==> src/rtl/spi_ram_master.sv <==
// rtl/spi_ram_master.sv - SPI mode-0 master issuing spi_ram-style bursts
//
// One burst per accepted start: command byte (0x00 write / 0x01 read),
// 32-bit address MSB first, a dummy byte on reads, then len+1 data bytes,
// followed by c_cs_gap cycles with csn high before busy drops.
//
// Ports:
//   clk, reset_n            system clock, asynchronous active-low reset
//   start, rd, addr, len    burst request; rd/addr/len latched when start is accepted
//   wr_data, wr_valid       write byte source; wr_ready pulses when a byte is taken
//   rd_data, rd_valid       received read byte, rd_valid pulses once per byte
//   busy, done, underrun    status: burst active, end-of-burst pulse, sticky write underrun
//   csn, sclk, mosi, miso   SPI pins (mode 0, sclk idle low)
//
// Optional feature macro: SPI_RAM_MASTER_STALL_EN
//   defined   - a write byte boundary without wr_valid stalls with sclk low, csn low
//   undefined - 0x00 is sent for that byte and underrun is set

module spi_ram_master #(
  parameter int c_clk_div = 4,
  parameter int c_cs_gap  = 2
) (
  input  logic        clk,
  input  logic        reset_n,
  input  logic        start,
  input  logic        rd,
  input  logic [31:0] addr,
  input  logic [7:0]  len,
  input  logic [7:0]  wr_data,
  input  logic        wr_valid,
  output logic        wr_ready,
  output logic [7:0]  rd_data,
  output logic        rd_valid,
  output logic        busy,
  output logic        done,
  output logic        underrun,
  output logic        csn,
  output logic        sclk,
  output logic        mosi,
  input  logic        miso
);

  localparam int DW = (c_clk_div > 1) ? $clog2(c_clk_div) : 1;
  localparam int GW = (c_cs_gap > 1) ? $clog2(c_cs_gap) : 1;
  localparam logic [DW-1:0] DIV_LAST = DW'(c_clk_div - 1);
  localparam logic [GW-1:0] GAP_LAST = GW'(c_cs_gap - 1);

  typedef enum logic [2:0] {
    S_IDLE,
    S_CMD,
    S_ADDR,
    S_DUMMY,
    S_DATA,
    S_GAP
  } state_t;

  state_t        state_q, state_d;
  logic          rd_q, rd_d;
  logic [31:0]   addr_q, addr_d;
  logic [7:0]    len_q, len_d;
  logic [DW-1:0] div_q, div_d;
  logic [GW-1:0] gap_q, gap_d;
  logic          sclk_q, sclk_d;
  logic [2:0]    bit_q, bit_d;
  logic [8:0]    byte_q, byte_d;
  logic [7:0]    shift_q, shift_d;
  logic [7:0]    rx_q, rx_d;
  logic [7:0]    rd_data_q, rd_data_d;
  logic          rd_valid_q, rd_valid_d;
  logic          wr_ready_q, wr_ready_d;
  logic          underrun_q, underrun_d;
  logic          stall_q, stall_d;
  logic          load_wr;

  always_ff @(posedge clk or negedge reset_n) begin
    if (!reset_n) begin
      state_q    <= S_IDLE;
      rd_q       <= 1'b0;
      addr_q     <= 32'h0;
      len_q      <= 8'h0;
      div_q      <= '0;
      gap_q      <= '0;
      sclk_q     <= 1'b0;
      bit_q      <= 3'd7;
      byte_q     <= 9'd0;
      shift_q    <= 8'h0;
      rx_q       <= 8'h0;
      rd_data_q  <= 8'h0;
      rd_valid_q <= 1'b0;
      wr_ready_q <= 1'b0;
      underrun_q <= 1'b0;
      stall_q    <= 1'b0;
    end else begin
      state_q    <= state_d;
      rd_q       <= rd_d;
      addr_q     <= addr_d;
      len_q      <= len_d;
      div_q      <= div_d;
      gap_q      <= gap_d;
      sclk_q     <= sclk_d;
      bit_q      <= bit_d;
      byte_q     <= byte_d;
      shift_q    <= shift_d;
      rx_q       <= rx_d;
      rd_data_q  <= rd_data_d;
      rd_valid_q <= rd_valid_d;
      wr_ready_q <= wr_ready_d;
      underrun_q <= underrun_d;
      stall_q    <= stall_d;
    end
  end

  always_comb begin
    state_d    = state_q;
    rd_d       = rd_q;
    addr_d     = addr_q;
    len_d      = len_q;
    div_d      = div_q;
    gap_d      = gap_q;
    sclk_d     = sclk_q;
    bit_d      = bit_q;
    byte_d     = byte_q;
    shift_d    = shift_q;
    rx_d       = rx_q;
    rd_data_d  = rd_data_q;
    rd_valid_d = 1'b0;
    wr_ready_d = 1'b0;
    underrun_d = underrun_q;
    stall_d    = stall_q;
    load_wr    = 1'b0;

    case (state_q)
      S_IDLE: begin
        if (start) begin
          rd_d       = rd;
          addr_d     = addr;
          len_d      = len;
          underrun_d = 1'b0;
          state_d    = S_CMD;
          shift_d    = {7'b0, rd};
          bit_d      = 3'd7;
          byte_d     = 9'd0;
          div_d      = '0;
          sclk_d     = 1'b0;
        end
      end

      S_GAP: begin
        if (gap_q == GAP_LAST) state_d = S_IDLE;
        else                   gap_d   = gap_q + 1'b1;
      end

      default: begin
        if (stall_q) begin
          // Waiting for a write byte: the low phase restarts once it arrives.
          if (wr_valid) begin
            shift_d    = wr_data;
            wr_ready_d = 1'b1;
            stall_d    = 1'b0;
            div_d      = '0;
          end
        end else if (!sclk_q) begin
          if (div_q == DIV_LAST) begin
            div_d  = '0;
            sclk_d = 1'b1;
            rx_d   = {rx_q[6:0], miso};
            if (state_q == S_DATA && rd_q && bit_q == 3'd0) begin
              rd_valid_d = 1'b1;
              rd_data_d  = {rx_q[6:0], miso};
            end
          end else begin
            div_d = div_q + 1'b1;
          end
        end else begin
          if (div_q == DIV_LAST) begin
            div_d  = '0;
            sclk_d = 1'b0;
            if (bit_q != 3'd0) begin
              bit_d   = bit_q - 3'd1;
              shift_d = {shift_q[6:0], 1'b0};
            end else begin
              // Byte boundary: pick the next byte for the following low phase.
              bit_d = 3'd7;
              case (state_q)
                S_CMD: begin
                  state_d = S_ADDR;
                  byte_d  = 9'd0;
                  shift_d = addr_q[31:24];
                end
                S_ADDR: begin
                  if (byte_q != 9'd3) begin
                    byte_d = byte_q + 9'd1;
                    case (byte_q[1:0])
                      2'd0:    shift_d = addr_q[23:16];
                      2'd1:    shift_d = addr_q[15:8];
                      default: shift_d = addr_q[7:0];
                    endcase
                  end else if (rd_q) begin
                    state_d = S_DUMMY;
                    byte_d  = 9'd0;
                    shift_d = 8'h00;
                  end else begin
                    state_d = S_DATA;
                    byte_d  = 9'd0;
                    load_wr = 1'b1;
                  end
                end
                S_DUMMY: begin
                  state_d = S_DATA;
                  byte_d  = 9'd0;
                  shift_d = 8'h00;
                end
                default: begin
                  if (byte_q == {1'b0, len_q}) begin
                    state_d = S_GAP;
                    gap_d   = '0;
                    shift_d = 8'h00;
                  end else begin
                    byte_d = byte_q + 9'd1;
                    if (rd_q) shift_d = 8'h00;
                    else      load_wr = 1'b1;
                  end
                end
              endcase
            end
          end else begin
            div_d = div_q + 1'b1;
          end
        end
      end
    endcase

    if (load_wr) begin
      if (wr_valid) begin
        shift_d    = wr_data;
        wr_ready_d = 1'b1;
      end else begin
        shift_d = 8'h00;
`ifdef SPI_RAM_MASTER_STALL_EN
        stall_d = 1'b1;
`else
        underrun_d = 1'b1;
`endif
      end
    end
  end

  assign busy     = (state_q != S_IDLE);
  assign csn      = (state_q == S_IDLE) || (state_q == S_GAP);
  assign done     = (state_q == S_GAP) && (gap_q == GAP_LAST);
  assign sclk     = sclk_q;
  assign mosi     = shift_q[7];
  assign wr_ready = wr_ready_q;
  assign rd_valid = rd_valid_q;
  assign rd_data  = rd_data_q;
  assign underrun = underrun_q;

endmodule

==> config.mk <==
export PLATFORM = sky130hd
export DESIGN_NAME = spi_ram_master
export DESIGN_NICKNAME = d
export VERILOG_FILES = /design/src/rtl/spi_ram_master.sv
export SDC_FILE = /design/constraint.sdc
export NUM_CORES = 1
export LEC_CHECK = 0
export BUFFER_PORTS_ARGS = -buffer_cell sky130_fd_sc_hd__buf_2
export CAP_MARGIN = 10
export CORE_MARGIN = 2
export CORE_UTILIZATION = 62
export CTS_CLUSTER_SIZE = 14
export DETAILED_ROUTE_END_ITERATION = 7
export HOLD_SLACK_MARGIN = 0.08
export PLACE_DENSITY = 0.95
export SLEW_MARGIN = 5
export SYNTH_ARGS = -nofsm -noshare
export SYNTH_HDL_FRONTEND = slang
export SYNTH_SLANG_ARGS = --single-unit
==> constraint.sdc <==
create_clock -name clk -period 3.3 [get_ports clk]
set_input_delay 0 -clock clk [delete_from_list [all_inputs] [get_ports clk]]
set_output_delay 0 -clock clk [all_outputs]
set_load 0.02 [all_outputs]
# After elaboration in Yosys (flattened, before gate mapping)
# Cells that the tools add are included.
word_totals:
  ff_bits: 87
  latchBits: 0
  mem_bits_rw: 0
  rom_bits: 0
  in_bits: 54
  out_inout_bits: 16
  elab_cells: 165
  n_memories: 0
op_classes:
  addsub: 4
  multipliers: 0
  div_mod_pow: 0
  order_cmp: 0
  eq_ne: 24
  shifts: 0
  n_mux: 84
  bitwise_logic: 5
  reduce_logical: 32
op_table:
  columns: ["operator", "count"]
  rows:
  - ["8-bit two-way mux", 11]
  - ["9-bit two-way mux", 7]
  - ["3-bit two-way mux", 14]
  - ["1-bit two-way mux", 36]
  - ["9-bit case mux with 2 select lines", 2]
  - ["8-bit case mux with 2 select lines", 2]
  - ["8-bit case mux with 3 select lines", 1]
  - ["5-bit AND reduction", 3]
  - ["7-bit AND reduction", 2]
  - ["3-bit case mux with 2 select lines", 2]
  - ["3-bit nonzero test", 4]
  - ["2-bit by 1-bit != test with 1-bit output, second input constant", 5]
  - ["2-bit nonzero test", 5]
  - ["9-bit by 1-bit adder with 9-bit output, second input constant", 1]
  - ["9-bit by 8-bit == test with 1-bit output", 1]
  - ["9-bit by 2-bit != test with 1-bit output, second input constant", 1]
  - ["3-bit case mux with 3 select lines", 1]
  - ["2-bit two-way mux", 4]
  - ["4-bit by 2-bit != test with 1-bit output, second input constant", 2]
  - ["8-bit AND reduction", 1]
  - ["4-bit nonzero test", 2]
  - ["3-bit by 2-bit == test with 1-bit output, second input constant", 2]
  - ["3-bit == test, second input constant", 2]
  - ["3-bit zero test", 2]
  - ["23 further kinds", 36]

# Depth between registers and ports, before layout
logic_depth:
  depth_word: 10
  depth_mapped: 10
  ltp_nobuf: 8

# Least setup slack after synthesis
# OpenSTA, ideal clock, no wires.
synth_timing:
  path_type: "register -> register"
  from: "register bit_q[0]"
  to: "register shift_q[1]"
  setup_time_ps: 126
  t_arrival_ps: 2107
  required_ps: 3174
  setup_slack_ps: 1067
  path_stages_with_launch: 11
  path_buffers: 2
  synth_period_minus_slack_ps: 2233
  path_cell_list: "dfstp_2 -> inv_1 -> ha_1 -> nor2b_1 -> buf_2 -> nand2b_1 -> buf_1 -> nor3_1 -> a221o_1 -> and3_1 -> a221o_1"
synth_via:
  elab_chain_len: 8
  word_cells_on_any_way: 18
  cone_classes: "eq/ne: 3; mux: 11; reduce/logical: 4"
synth_lines:
  columns: ["element", "line", "rtl"]
  rows:
  - ["from (decl)", "64", "logic [2:0] bit_q, bit_d;"]
  - ["from (signal assigned)", "101", "bit_q <= bit_d;"]
  - ["3-bit nonzero test (*)", "178", "if (bit_q != 3'd0) begin"]
  - ["1-bit two-way mux", "178", null]
  - ["1-bit two-way mux", "175", "if (div_q == DIV_LAST) begin"]
  - ["1-bit two-way mux", "162", "end else if (!sclk_q) begin"]
  - ["1-bit two-way mux", "154", "if (stall_q) begin"]
  - ["1-bit two-way mux", "132", "case (state_q)"]
  - ["4-bit by 2-bit != test with 1-bit output (no line), or another cell as far along", null, null]
  - ["5-bit AND reduction (no line)", null, null]
  - ["to (signal assigned)", "103", "shift_q <= shift_d;"]
  - ["to (decl)", "66", "logic [7:0] shift_q, shift_d;"]
# Every way passes the cells marked *; elsewhere a longest branch is shown, timed or not. The select of a mux whose other input is x is not followed.
# A chain may end at the register's enable or synchronous reset.

# Final worst setup path
layout_timing:
  from: "register byte_q[0]"
  to: "register shift_q[1]"
layout_via:
  elab_chain_len: 10
  word_cells_on_any_way: 28
  cone_classes: "eq/ne: 6; mux: 18; reduce/logical: 4"
layout_lines:
  columns: ["element", "line", "rtl"]
  rows:
  - ["from (decl)", "65", "logic [8:0] byte_q, byte_d;"]
  - ["from (signal assigned)", "102", "byte_q <= byte_d;"]
  - ["9-bit by 8-bit == test with 1-bit output, or another cell as far along", "214", "if (byte_q == {1'b0, len_q}) begin"]
  - ["1-bit two-way mux, or another cell as far along", "214", null]
  - ["1-bit case mux with 2 select lines / 8-bit two-way mux (equally long branches)", "184, 191", null]
  - ["1-bit two-way mux / 8-bit case mux with 3 select lines (equally long branches)", "178, 184", null]
  - ["1-bit two-way mux / 8-bit two-way mux (equally long branches)", "175, 178", null]
  - ["1-bit two-way mux / 8-bit two-way mux (equally long branches)", "162, 175", null]
  - ["1-bit two-way mux / 8-bit two-way mux (equally long branches)", "154, 162", null]
  - ["1-bit two-way mux / 8-bit two-way mux (equally long branches)", "132, 154", null]
  - ["4-bit by 2-bit != test with 1-bit output (no line), or another cell as far along", null, null]
  - ["5-bit AND reduction (no line) / 8-bit two-way mux (equally long branches)", null, null]
# Several ways; a longest one is shown, not always the timed one. The select of a mux whose other input is x is not followed.

==> results.sh <==
export IMPL_synth_top_cells_by_count="84 x dfrtp_1, 53 x nand2_1, 50 x mux2_2"
export IMPL_overflow=0
export IMPL_viasPerCell=6.32
export IMPL_max_freq_mhz=395
export IMPL_h_tree_depth=3
export IMPL_synthArstFlopShare=1.00
export IMPL_powerDensity_mw_per_mm2=370
export IMPL_path_clk_slew_ns=0.10
export IMPL_clk_latency_ns=0.38
export IMPL_cts_tree="yes"
export IMPL_worstSetupEndpointType="flop"
export IMPL_worst_slew_pin_slew_ns=1.10
export IMPL_drive_gt1_frac=0.302
export IMPL_vias=4083
export IMPL_intPower_w=0.00167
export IMPL_grt_util_met1=0.386
export IMPL_critical_path_class="flop to flop"
export IMPL_dp_slack_ns=0.919
export IMPL_start_kind="flop"
export IMPL_drt_first_pass_iters=6
export IMPL_clockBufferDepth=2
export IMPL_track_usage=0.347
export IMPL_fillers=411
export IMPL_p_leak_nw=2.74
export IMPL_fp_dieH_um=90.3
export IMPL_start_util=0.640
export IMPL_synth_area_leaders="dfrtp_1 46%, mux2_2 12%, nand2_1 4.3%"
export IMPL_ys_seq_area_frac=0.472
export IMPL_wirelength_um=13600
export IMPL_layout_setup_ws_ns=0.770
export IMPL_finalHoldViolations=0
export IMPL_fp_dieArea_mm2=0.00815
export IMPL_timing_reg2reg_setup_slack_ns=0.77
export IMPL_post_synth_top_area_fraction=0.455
export IMPL_finalSetupTns_ns=0
export IMPL_post_cts_buffers=0
export IMPL_port_buffers=69
export IMPL_synthCells=428
export IMPL_drc_errors=0
export IMPL_reg2reg_to="shift_q[1]"
export IMPL_io_pins=70
export IMPL_power_w=0.00214
export IMPL_cp_required_ns=3.56
export IMPL_ys_types=65
export IMPL_hold_depth=4
export IMPL_post_route_min_period_ns=2.53
export IMPL_arrival_ns=2.79
export IMPL_ys_flop_type="dfrtp_1"
export IMPL_power_switching_w=0.000473
export IMPL_synth_most_common_cell="dfrtp_1"
export IMPL_core_mm2=0.00721
export IMPL_ant_nets=0
export IMPL_busiest_layer="met2"
export IMPL_power_frac_clock=0.444
export IMPL_n_antenna_cell=0
export IMPL_setup_viol=0
export IMPL_grt_pass1_wl_um=21700
export IMPL_synth_enable_flop_cells=0
export IMPL_drt_initial_drc_count=356
export IMPL_use_met2=0.596
export IMPL_synth_area_per_cell_um2=10.8
export IMPL_slew_headroom=0.264
export IMPL_syn_nets=488
export IMPL_rr_startpoint="byte_q[0]"
export IMPL_sw_frac_of_total=0.221
export IMPL_p_comb_frac=0.055
export IMPL_holdCritPathClass="input pin to flop"
export IMPL_grt_max_degree=88
export IMPL_syn_area_mm2=0.00462
export IMPL_use_met3=0.0977
export IMPL_grt_pass1_vias=4242
export IMPL_cts_sinks=87
export IMPL_antenna_found_initial=0
export IMPL_seq_power_share=0.502
export IMPL_status="finished, final reports clean"
export IMPL_syn_to_final_growth_pct=25.0
export IMPL_critPathMaxFanout=9
export IMPL_rsz0062_at_grt="false"
export IMPL_yosys_warnings=0
export IMPL_worstHoldStart="start"
export IMPL_dieWidth_um=90.3
export IMPL_nets=602
export IMPL_cap_violations=0
export IMPL_rows=31
export IMPL_place_gp_congestion=0.928
export IMPL_yosys_register_bits=87
export IMPL_dp_hpwl_um=7420
export IMPL_cts_root_buffer="clkbuf_8"
export IMPL_drt_wirelength_per_cell_um=21.0
export IMPL_maxSlewViolCount=0
export IMPL_fin_crit_sh=0.767
export IMPL_cts_buffers=9
export IMPL_min_to="shift_q[0]"
export IMPL_peakVddDrop_mv=0.354
export IMPL_ff2ff_path_depth=7
export IMPL_yosys_area_top_type="dfrtp_1"
export IMPL_fin_worst_skew_ns=0.0160
[power by group through the flow]
stage	logic (W)	registers [W]	clock network, W
global placement	0.0000603	0.00109	0
CTS	0.000110	0.00107	0.000937
global route	0.000125	0.00107	0.00101
finish	0.000117	0.00107	0.000949
floorplan	0.00000554	0.00109	0
detailed placement	0.0000624	0.00109	0
[flip-flops by register name, indices dropped and copies added (netlist names), 3 cells and up]
name     flops
shift_q      8
len_q        8
state_q      3
byte_q       9
rd_data      8
addr_q      32
bit_q        3
rx_q         7
[routing by layer]
| layer | vias to the layer above | wire length, um |
|---|---|---|
| met1 | 1989 | 4830 |
| met2 | 236 | 6950 |
| li1 | 1776 | - |
| met5 | - | 0 |
| met4 | 0 | 819 |
| met3 | 82 | 953 |
[layout make-up]
| type | instances | area, um2 | share of cell area |
|---|---|---|---|
| clock inverters | 6 | 115 | 0.0199 |
| well taps | 99 | 124 | 0.0215 |
| multi-input cells | 303 | 2260 | 0.391 |
| flip-flops and latches | 87 | 2180 | 0.378 |
| inverters | 16 | 60.1 | 0.0104 |
| repair buffers | 125 | 898 | 0.156 |
| clock buffers | 10 | 138 | 0.0238 |
[metrics by stage]
| stage | cell area (um2) | cells | util | hold WS [ns] |
|---|---|---|---|---|
| floorplan | 4620 | 428 | - | -0.296 |
| global placement | 5000 | 578 | 0.693 | 0.219 |
| detailed placement | 5000 | 578 | 0.693 | 0.227 |
| CTS | 5770 | 646 | 0.800 | 0.181 |
| global route | 5770 | 646 | 0.800 | 0.193 |
| finish | 5770 | 646 | 0.800 | 0.180 |
[timing repair]
item | 4_1_cts | 5_1_grt
setup endpoints to repair | 0 | 0
endpoints found under the hold margin | 138 | 0
gates resized for setup | 0 | 0
hold buffers | 52 | 0
[cells by family after synthesis]
kind of cell,Yosys count,synth area share
buf+inv,38,0.0396
mux,51,0.124
compound gates,92,0.151
fa+ha+maj,6,0.0163
flops,87,0.472
xor+xnor,10,0.0190
simple gates,144,0.178
[worst max-delay path, stage by stage (launching register included)]
cell	delay (ns)
dfrtp_1	0.56
ha_1	0.30
nor4b_4	0.31
a21bo_1	0.36
o21ai_2	0.11
a221o_1	0.32
and3_1	0.19
a221o_1	0.26
[cells in the final DEF, fill, tap and decap left out, drive strengths merged, types with 12 or more instances in the layout]
cell and count:
mux2 50, o21ai 16, nand3 13, a21oi 16, nor3 12, inv 18
nand2 53, dfrtp 84, buf 73, a22o 12, nor2 21, dlygate4sd3 52
[how the worst max path moves through the flow]
| stage | start | end | slack [ns] | depth (start not counted) |
|---|---|---|---|---|
| after floorplan | bit_q[0] | shift_q[1] | 1.07 | 10 |
| after global placement | byte_q[0] | shift_q[1] | 1.05 | 7 |
| after detailed placement | byte_q[0] | shift_q[1] | 0.92 | 7 |
| after CTS | byte_q[0] | shift_q[1] | 0.89 | 7 |
| after global routing | stall_q | byte_q[5] | 0.62 | 6 |
| final | byte_q[0] | shift_q[1] | 0.77 | 7 |
(Power assumes the default switching activity.)
